### src/rtl/pdm_voice_synth.sv
// Single-voice synth: NCO, waveform select, gated envelope, amplitude scaling, first-order PDM.
// Optional vibrato LFO enabled by defining PDM_VOICE_LFO_EN (adds lfo_depth / lfo_out ports).
module pdm_voice_synth #(
    parameter int CLKSPEED    = 48_000_000,
    parameter int SAMPLE_RATE = 48_000,
    parameter int PHASE_W     = 24,
    parameter int OUT_W       = 10
) (
    input  logic               clk,
    input  logic               rst_n,
    input  logic               gate,
    input  logic [PHASE_W-1:0] freq_word,
    input  logic [1:0]         wave_sel,
    input  logic [OUT_W-1:0]   amp_in,
    input  logic [OUT_W-1:0]   env_rate,
`ifdef PDM_VOICE_LFO_EN
    input  logic [OUT_W-1:0]   lfo_depth,
    output logic [0:0]         lfo_out,
`endif
    output logic               dout,
    output logic [OUT_W-1:0]   sample,
    output logic               sample_valid,
    output logic               busy
);
    localparam int DIV   = CLKSPEED / SAMPLE_RATE;
    localparam int CNT_W = (DIV > 1) ? $clog2(DIV) : 1;
    localparam logic [OUT_W-1:0] MAX = '1;

    typedef enum logic [1:0] {IDLE, ATTACK, SUSTAIN, RELEASE} env_state_t;

    env_state_t         state, state_n;
    logic [CNT_W-1:0]   cnt;
    logic               tick;
    logic [1:0]         vld_pipe;
    logic [PHASE_W-1:0] phase, phase_inc;
    logic [15:0]        lfsr;
    logic               lfsr_fb;
    logic [OUT_W-1:0]   p, wave, wave_r, amp_r;
    logic [OUT_W-1:0]   env, env_n, env_up, env_dn;
    logic [OUT_W:0]     env_sum;
    logic [2*OUT_W-1:0] prod_we, prod_ta;
    logic [OUT_W-1:0]   pdm_acc;
    logic [OUT_W:0]     pdm_sum;

    assign tick    = (cnt == CNT_W'(DIV - 1));
    assign p       = phase[PHASE_W-1 -: OUT_W];
    assign lfsr_fb = lfsr[15] ^ lfsr[13] ^ lfsr[12] ^ lfsr[10];
    assign busy    = (state != IDLE);
    assign sample_valid = vld_pipe[1];

`ifdef PDM_VOICE_LFO_EN
    logic [15:0]        lfo_cnt;
    logic [OUT_W-1:0]   lfo_tri;
    logic [2*OUT_W-1:0] lfo_prod;

    always_ff @(posedge clk or negedge rst_n) begin
        if (!rst_n)    lfo_cnt <= '0;
        else if (tick) lfo_cnt <= lfo_cnt + 16'd1;
    end

    assign lfo_tri   = lfo_cnt[15] ? ~lfo_cnt[14 -: OUT_W] : lfo_cnt[14 -: OUT_W];
    assign lfo_prod  = {{OUT_W{1'b0}}, lfo_tri} * {{OUT_W{1'b0}}, lfo_depth};
    assign phase_inc = freq_word + PHASE_W'(lfo_prod >> (2*OUT_W - 8));
    assign lfo_out   = lfo_cnt[15];
`else
    assign phase_inc = freq_word;
`endif

    always_comb begin
        wave = p;
        case (wave_sel)
            2'd0:    wave = p;
            2'd1:    wave = p[OUT_W-1] ? MAX : '0;
            2'd2:    wave = p[OUT_W-1] ? ~{p[OUT_W-2:0], 1'b0} : {p[OUT_W-2:0], 1'b0};
            default: wave = lfsr[15 -: OUT_W];
        endcase
    end

    // Gate decides the direction first, so the tick that changes state also takes its step.
    always_comb begin
        state_n = state;
        env_n   = env;
        env_sum = {1'b0, env} + {1'b0, env_rate};
        env_up  = (env_rate == '0 || env_sum[OUT_W]) ? MAX : env_sum[OUT_W-1:0];
        env_dn  = (env_rate == '0 || env < env_rate) ? '0 : env - env_rate;
        if (gate) begin
            if (state != SUSTAIN) begin
                env_n   = env_up;
                state_n = (env_up == MAX) ? SUSTAIN : ATTACK;
            end
        end else if (state != IDLE) begin
            env_n   = env_dn;
            state_n = (env_dn == '0) ? IDLE : RELEASE;
        end
    end

    always_ff @(posedge clk or negedge rst_n) begin
        if (!rst_n) begin
            state <= IDLE;
            env   <= '0;
        end else if (tick) begin
            state <= state_n;
            env   <= env_n;
        end
    end

    always_ff @(posedge clk or negedge rst_n) begin
        if (!rst_n) begin
            cnt      <= '0;
            vld_pipe <= '0;
            phase    <= '0;
            lfsr     <= 16'hACE1;
            wave_r   <= '0;
            amp_r    <= '0;
        end else begin
            cnt      <= tick ? '0 : cnt + CNT_W'(1);
            vld_pipe <= {vld_pipe[0], tick};
            if (tick) begin
                phase  <= phase + phase_inc;
                lfsr   <= {lfsr[14:0], lfsr_fb};
                wave_r <= wave;
                amp_r  <= amp_in;
            end
        end
    end

    // Scaling runs the cycle after the tick so it sees the freshly updated envelope.
    assign prod_we = {{OUT_W{1'b0}}, wave_r} * {{OUT_W{1'b0}}, env};
    assign prod_ta = {{OUT_W{1'b0}}, prod_we[2*OUT_W-1:OUT_W]} * {{OUT_W{1'b0}}, amp_r};
    assign pdm_sum = {1'b0, pdm_acc} + {1'b0, sample};

    always_ff @(posedge clk or negedge rst_n) begin
        if (!rst_n) begin
            sample  <= '0;
            pdm_acc <= '0;
            dout    <= 1'b0;
        end else begin
            if (vld_pipe[0]) sample <= prod_ta[2*OUT_W-1:OUT_W];
            pdm_acc <= pdm_sum[OUT_W-1:0];
            dout    <= pdm_sum[OUT_W];
        end
    end
endmodule

### config.mk
export PLATFORM = sky130hd
export DESIGN_NAME = pdm_voice_synth
export DESIGN_NICKNAME = d
export VERILOG_FILES = /design/src/rtl/pdm_voice_synth.sv
export SDC_FILE = /design/constraint.sdc
export NUM_CORES = 1
export LEC_CHECK = 0
export ABC_AREA = 1
export CAP_MARGIN = 30
export CORE_MARGIN = 2
export CORE_UTILIZATION = 44
export DETAILED_ROUTE_END_ITERATION = 8
export SYNTH_ARGS = -nofsm -noshare
export SYNTH_HDL_FRONTEND = slang
export SYNTH_SLANG_ARGS = --single-unit
### constraint.sdc
create_clock -name clk -period 15.2 [get_ports clk]
set_input_delay 3.8 -clock clk [delete_from_list [all_inputs] [get_ports clk]]
set_output_delay 3.8 -clock clk [all_outputs]
set_load 0.1 [all_outputs]
; Word level (Yosys, flattened, before mapping)
; Cells that the tools add are included.
[totals]
inputBits = 49
wordCells = 51
register_bits = 105
output_inout_bits = 13
[classes]
bitwise_logic = 4
multipliers = 2
eq_ne = 6
n_reduce_logical = 8
n_mux = 14
magnitude_cmp = 1
addsub = 5
[op_table]
columns = operator, n
row1 = 2-to-1 mux 10 bit, 8
row2 = multiplier 10 x 10 -> 20 bit, 2
row3 = case mux 10 bit (3 select lines), 1
row4 = adder 24 bit, 1
row5 = adder 10 x 10 -> 11 bit, 2
row6 = "equality test 10 bit, second input constant", 2
row7 = logical NOT 10 bit, 2
row8 = "adder 10 x 1 -> 10 bit, second input constant", 1
row9 = < comparator 10 bit, 1
row10 = 2-to-1 mux 2 bit, 5
row11 = NOT 10 bit, 1
row12 = subtractor 10 bit, 1
row13 = nonzero test 2 bit, 2
row14 = AND reduction 3 bit, 1
row15 = XOR 1 bit, 3
row16 = "equality test 2 x 1 -> 1 bit, second input constant", 1
row17 = "equality test 2 bit, second input constant", 1
row18 = logical NOT 2 bit, 1
row19 = logical OR 1 bit, 2
row20 = "!= test 2 x 1 -> 1 bit, second input constant", 1
row21 = "!= test 2 bit, second input constant", 1

; Longest topological paths before layout
; Gate-level depths: netlist (run 1).
[logic_depth]
word_depth = 7
mapped_depth = 45
mapped_depth_nobuf = 44

; Worst setup path before layout (run 1)
; No wires, ideal clock.
[synth_path]
kind = register to register
start = register env[2]
end = register sample[9]
stages_incl_launch_ff = 45
arrival_ns = 8.851
t_required_ns = 15.080
path_slack_ns = 6.229
cell_sequence = dfrtp_1 clkbuf_1 nand2_1 fa_1 inv_1 fa_1 inv_1 fa_1 inv_1 fa_1 inv_1 fa_1 inv_1 ha_1 nand2_1 nor2_2 nand3_2 nand3_2 [9 not listed] inv_1 fa_1 inv_1 fa_1 inv_1 fa_1 inv_1 fa_1 inv_1 ha_1 nand2_1 nor2_1 nand2_1 or3b_4 a21oi_2 nor2_1 nand2_1 nand2_1
[synth_via]
elab_chain_len = 2
[synth_lines]
columns = element, line_no
row1 = start: declaration, 39  ; logic [OUT_W-1:0] env, env_n, env_up, env_dn;
row2 = start signal: assignment, 103  ; env <= env_n;
row3 = multiplier 10 x 10 -> 20 bit, 128  ; assign prod_we = {{OUT_W{1'b0}}, wave_r} * {{OUT_W{1'b0}}, env};
row4 = multiplier 10 x 10 -> 20 bit, 129  ; assign prod_ta = {{OUT_W{1'b0}}, prod_we[2*OUT_W-1:OUT_W]} * {{OUT_W{1'b0}}, amp_r};
row5 = end signal: assignment, 138  ; if (vld_pipe[0]) sample <= prod_ta[2*OUT_W-1:OUT_W];
row6 = end: declaration, 21  ; output logic [OUT_W-1:0] sample,
; Every way passes these cells.
; A chain may end at the register's enable or synchronous reset.

; Final worst setup path (run 1)
[layout_path]
start = register env[1]
end = register sample[5]
; The elaborated chain is that of the path after synthesis.

==> impl_summary.md, run 1 <==
Status
The flow ran to the end, and the final reports show no timing, DRC or antenna violations.

CTS
The number of cells upsized or downsized after cts is 0. The total setup buffers inserted after CTS is 0. The clock latency reported for the late side of the worst-skew pair is 0.37 ns. The number of H-tree branching levels is 3. The clock tree from TritonCTS is yes.

The cell at the root of the clock tree is clkbuf_16. After clock tree synthesis, the flow added hold-fix buffers numbering 0. The CTS buffer count is 9. The number of buffers on the longest clock path is 2. The number of clock sinks is 105. After clock tree synthesis, the clock-pin slew on the worst setup and hold paths is 0.07 ns.

Drt
In the routed design, unresolved DRC markers number 0. In this run the remaining antenna-violating nets after routing total 0. The via density per instance is 5.11. After the first detailed-routing iteration, the DRC count stood at 640. The routed wire length is 31.6 mm. The mean routed wirelength per cell is 14.7 um. For this block, the via count after detailed routing is 11000. The detailed-router iteration count before antenna repair is 5.

Yosys
After synthesis, the cell types taking the most area are fa_1 (19%), dfrtp_1 (18%), ha_1 (15%), nand2_1 (11%), inv_1 (8.4%). The number of distinct library cells after synthesis is 59. The count of mapped cells out of synthesis is 1727. The most used flip-flop cell after synthesis is dfrtp_1. In this run the biggest area consumer among cell types represents 18.9% of the synthesized area.

Synthesis inferred 105 register bits. The number of warnings printed during yosys synthesis is 0. The net count of the mapped netlist is 2062.

The post-synthesis instance area is 0.0133 mm^2. The fraction of registers with async set/reset is 100%. The share of synthesized area occupied by flip-flops and latches is 19.8%. After synthesis, the mean cell area works out to 7.71 um^2. The library cell occupying the most area in the post-synthesis netlist is fa_1. Counting flops with a built-in enable in the synthesized netlist gives 0.

Flow run
Across the run, the number of max-cap violations was 0.

STA
Setup repair after global routing left no endpoint under its margin. Of the available clock period, the critical path in the final layout requires 62.6%. The number of hold violations in the final report was 0. The worst hold margin is 0.464 ns. The smallest clock period supported by the final layout is computed as 9.52 ns.

Headroom to the max-slew limit came out at 34.4%. The pin slew with the least headroom to its limit is 0.981 ns. The setup-violating endpoint count in the final report is 0. The setup TNS after final layout is 0 ns. The clock tree skew after final layout is 0.0122 ns. The final number of max-transition violations is 0. Static timing analysis puts the maximum clock frequency at 0.105 GHz.

Die
The effective utilization at floorplan is 44.8%. The total core area is 0.0297 mm^2. The die covers 0.0317 mm^2. The boundary pin count is 62. Measured along the y axis, the die boundary spans 178 um. The floorplan step set the die width to 178 um.

The site row count is 63.

Critical path
At the worst endpoint, the arrival time is 9.74 ns. The longest individual stage delay on the worst path is 0.66 ns. STA classifies the critical path endpoint as a flop. The critical path in this run is classified as flop to flop. The largest fanout of any net on the critical path is 13. The slowest cell on the critical path is dfrtp_1. The sort of element at the start of the critical path is a flop. For the worst setup path, the data required time is 15.43 ns.

Placement
The placed instance count is 2135. The count of buffers added on input and output ports is 61. The final weighted congestion in routability-driven placement is 0.907. The wire-length estimate of the detail-placed layout is 25.3 mm.

Min path
The class of the most critical hold timing path is flop to flop.

GRT
The pin count of the biggest net entering global routing is 65. Across every metal layer, demand over resource in global routing totals 21.4%. The first global-routing pass estimated 54.5 mm of wire. The via count of the first global-routing pass is 11300.

The total overflow left after global routing is 0. The initial antenna violation count is 0.

Cells and area
In the final layout, the share of cells above drive strength 1 is 4.83%. The number of antenna cells inserted is 0. From synthesis to final layout, the design area changed by 9.17%. Across the whole layout, storage elements account for 0.00264 mm^2. At the end of the flow the core is filled with cells to 48.9%. Leaving out fill and tap cells, the most frequent cells in the layout are nand2_1 (407), inv_1 (299), ha_1 (160). The multi-input combinational cells in the finished layout cover a total of 0.00932 mm^2. The non-filler instance count after layout is 2151. The final layout contains 2091 nets.

The most common library cell in the layout ignoring fill and taps is nand2_1. The number of fill cells is 2958.
-- logic make-up after synthesis --
group | share of synthesized area [%]
and+or+nand+nor | 21.9
DFF | 19.8
adders and majority gates | 34.0
xor gates and xnor gates | 3.48
AOI/OAI and AO/OA | 10.6
buffers and inverters | 10.3
-- worst paths after layout --
path | from | endpoint | slack, ns | depth (start not counted)
setup / recovery | env[1] | sample[5] | 5.68 | 43
hold / removal | lfsr[5] | lfsr[6] | 0.46 | 2
setup reg to reg | env[1] | sample[5] | 5.68 | 43
hold reg to reg | lfsr[5] | lfsr[6] | 0.46 | 2
max in group asynchronous | rst_n | env[0] | 10.50 | 2
min in group asynchronous | rst_n | pdm_acc[3] | 3.45 | 1
-- sequential cells by signal, summed over array words and instances, names as in the netlist --
name,count
pdm_acc,10
env,10
amp_r,10
dout,1
wave_r,10
cnt,10
phase,24
vld_pipe,2
lfsr,16
state,2
sample,10
-- cells in the mapped netlist, drive strengths merged, types with 5 or more instances --
cell type  number
a21o            5
a21oi          93
a31oi           8
buf            11
clkbuf         35
clkinv          5
dfrtp          97
dfstp           8
fa            126
ha            160
inv           305
nand2         419
nand3          71
nand4          13
nor2          136
nor3           22
o211ai         13
o21a            6
o21ai         107
or2            12
xnor2          21
xor2           29
-- through the flow --
| step | setup WS [ns] | area [um^2] |
|---|---|---|
| 4_1_cts | 5.65 | 14500 |
| 2_1_floorplan | 6.23 | 13300 |
| 5_1_grt | 5.02 | 14500 |
| 3_3_place_gp | 5.85 | 14200 |
| 3_5_place_dp | 5.69 | 14200 |
| 6_report | 5.68 | 14500 |
-- metal layers --
| layer | GRT usage (%) | up-vias | routed length [um] |
|---|---|---|---|
| met1 | 30.2 | 5239 | 15500 |
| li1 | - | 5500 | - |
| met3 | 2.75 | 45 | 1120 |
| met4 | 5.94 | 0 | 605 |
| met5 | 0 | - | 0 |
| met2 | 34.6 | 197 | 14400 |
-- critical path, delay by kind of cell, from the launching register on --
family | cells | cell delay (ns)
compound gates | 7 | 0.98
xor+xnor | 2 | 0.41
fa+ha+maj | 12 | 5.67
buf+inv | 10 | 0.51
flops | 1 | 0.66
simple gates | 12 | 1.16
-- final cells by class --
type | count | share of cell area, %
clock buffer | 11 | 1.74
clock inverter | 5 | 0.336
inverter | 310 | 8.02
multi-input combinational | 1266 | 64.1
sequential | 105 | 18.1
tap | 390 | 3.36
timing repair buffer | 64 | 4.34
Power of run 1 is not shown: default switching activity piles up to over one toggle a cycle in this logic, so the estimate is an artifact.
==> run 2, diff against run 1 <==
==> constraint.sdc (replaced) <==
create_clock -name clk -period 8.9 [get_ports clk]
set_input_delay 2.225 -clock clk [delete_from_list [all_inputs] [get_ports clk]]
set_output_delay 2.225 -clock clk [all_outputs]
set_load 0.1 [all_outputs]
==> run 2 against run 1 <==
Largest cell class unchanged. Highest routed layer unchanged. Register-to-register slack got worse by 5.6 ns. Die area unchanged. Clock-buffer cell count fell by 1. Flip-flop and latch count is the same. Cell count grew 3.3%. Critical endpoint is now sample[9].
==> impl_summary.md, run 2 (synthesis gave the netlist of run 1 again) <==
Flow run
The max-cap check violation count is 0 (unchanged).

CTS
The clock latency reported for the late side of the worst-skew pair is 0.36 ns (about the same). The number of buffers on the longest clock path is 2 (unchanged). The number of hold-repair buffers added at the cts stage is 0 (unchanged).

The clock slew seen by the registers of the worst setup and hold paths is 0.09 ns (+0.02 ns). TritonCTS built the clock tree. The cell at the root of the clock tree is clkbuf_16. The CTS buffer count is 9 (unchanged). The number of H-tree branching levels is 3 (unchanged). The number of clock sinks is 105 (unchanged).

Critical path
The start point of the critical path is env[3]. The longest individual stage delay on the worst path was 0.55 ns (-0.11 ns). The worst setup path is launched from a flop.

The cell depth of the worst flop-to-flop path came to 42 (-2.3%). The critical path's most frequent cell is fa_1. The largest fanout of any net on the critical path is 5 (-8). The data arrival time of the critical path is 9.07 ns (-0.67 ns).

The data required time of the critical path is 9.15 ns (-6.28 ns). The setup path with the least slack is of type flop to flop. The reg-to-reg startpoint is env[3]. The worst register-to-register path ends at sample[9].

The slack of the worst reg-to-reg path is 0.09 ns (-5.60 ns). The kind of capture point of the worst setup path is a flop. For this design, the slowest cell found on the critical path is fa_1.

STA
The number of hold violations in the final report was 0 (unchanged). The minimum setup slack in the final design was 0.0857 ns (-5.60 ns). The clock tree skew after final layout was 0.0182 ns (+0.00605 ns).

The fraction of the cycle the final worst path needs is 99.0% (+36 points). The pin slew with the least headroom to its limit is 0.996 ns (+0.0148 ns). The achievable frequency was 0.113 GHz (+8.0%).

Setup repair after global routing could not meet its margin everywhere. The clock period minus worst slack is 8.81 ns (-0.703 ns). The setup-violating endpoint count in the final report is 0 (unchanged). The worst hold margin came to 0.465 ns (+0.000905 ns). The relative slew slack came to 33.4% (-0.99 points).

The final number of max-transition violations is 0 (unchanged).

Drt
The number of DRC violations after detailed routing is 0 (unchanged). The mean routed wirelength per cell is 14.8 um (+0.91%). The routed wire length is 33.0 mm (+4.3%).

The detailed-router iteration count before antenna repair was 5 (unchanged). The via total after detailed routing is 11400 (+4.0%). The detailed router's first-iteration violation count came to 764 (+19%). The via density per instance is 5.14 (+0.64%). The count of antenna-violating nets left after detailed routing is 0 (unchanged).

Placement
The worst setup slack after placement is -0.0916 ns (-5.78 ns). The placed instance count is 2189 (+2.5%). The post-detailed-placement half-perimeter wirelength was 26.3 mm (+4.0%). The number of port buffers is 61 (unchanged). The final weighted congestion in routability-driven placement is 0.905 (-0.21%).

Cells and area
In the layout the commonest cells are nand2_1 (386), inv_1 (289), ha_1 (148). The non-filler instance count after layout was 2223 (+3.3%). The register with the most flip-flops is phase.

The area growth from synthesis to layout is 16.6%. The net total in the final layout is 2163 (+3.4%). The largest registers in the layout are phase: 24 flops, lfsr: 16 flops.

The number of fill cells is 2865 (-3.1%). The number of antenna cells inserted came to 0 (unchanged). The proportion of layout cells with a drive suffix above 1 is 12.8% (+7.9 points). The flip-flop count of the largest register after layout is 24 (unchanged). The most common library cell in the layout ignoring fill and taps is nand2_1. The utilization after layout is 52.3% (+3.3 points).

Status
The run finished with clean final reports.

Die
The boundary pin count is 62 (unchanged). The effective utilization at floorplan is 44.8% (unchanged). The horizontal extent of the die came to 178 um (unchanged).

The total core area is 0.0297 mm^2 (unchanged). The die outline area is 0.0317 mm^2 (unchanged). The floorplan die height came to 178 um (unchanged). The site row count was 63 (unchanged).

GRT
The global-route congestion overflow total was 0 (unchanged). The total global routing track utilization is 21.6% (+0.14 points). The initial antenna violation count is 0 (unchanged). The pin count of the biggest net entering global routing is 57 (-12%). The via count of the first global-routing pass was 11200 (-0.75%). The first-pass GRT wire length came to 54.6 mm (+0.14%).

Min path
The number of stages on the worst hold path is 2 (unchanged). The origin of the worst min-delay path is lfsr[5]. The path with the worst hold slack has its endpoint at lfsr[6].

The worst hold path belongs to the class flop to flop.
==> run 2: cell count changes in the layout (fill, tap and decap cells not counted), moves of 6 or more <==
| cell | previous run | this run |
|---|---|---|
| a21oi_2 | 5 | 11 |
| fa_2 | 0 | 6 |
| ha_1 | 160 | 148 |
| inv_1 | 299 | 289 |
| buf_4 | 4 | 68 |
| fa_1 | 126 | 120 |
| buf_6 | 0 | 6 |
| ha_4 | 0 | 11 |
| nand2_1 | 407 | 386 |
| inv_2 | 5 | 15 |
| nand2_2 | 8 | 24 |
| a21oi_1 | 87 | 77 |
==> run 2: how the worst max path moves through the flow <==
stage,slack (ns),depth (start not counted),endpoint
floorplan,0.02,44,sample[9]
global placement,-0.03,42,sample[9]
detailed placement,-0.09,41,sample[9]
CTS,0.01,38,sample[9]
global route,-0.33,45,sample[9]
finish,0.09,42,sample[9]
==> run 2: metrics by stage <==
step	instance area, um^2	setup TNS, ns
final	15500	0
after CTS	15000	0
after detailed placement	14600	-0.118
after global routing	15500	-1.84
after floorplan	13300	0
after global placement	14600	-0.0255
==> run 2: what timing repair did <==
item | 4_1_cts | 5_1_grt
setup endpoints to repair | 3 | 10
gates cloned | 0 | 0
gates resized for setup | 11 | 93
setup buffers | 1 | 17
pin swaps | 7 | 57
==> run 2: metal layers <==
metal  wire length [um]  vias up  global-route usage (%)  share of wire (%)
met5                  0        -                       0                  0
li1                   -     5647                       -                  -
met1              15500     5472                    30.2                 47
met3               1540       35                    2.66                4.7
met2              15500      267                    35.8                 47
met4                464        0                    4.61                1.4
==> run 2: layout make-up <==
cell class	count	area [um^2]	share of cell area [%]
multi-input combinational	1266	9740	62.7
inverter	310	1170	7.51
tap	390	488	3.14
timing repair buffer	136	1220	7.84
clock buffer	10	229	1.47
sequential	105	2640	17.0
clock inverter	6	56.3	0.362
==> run 2: worst max-delay path: cells and delay by family, from the launching register on <==
kind	cells	cell delay, ns
compound gates	3	0.45
xor+xnor	1	0.18
fa+ha+maj	12	5.60
buf+inv	9	0.52
flops	1	0.39
simple gates	17	1.56
Power of run 2 is left out for the same reason.
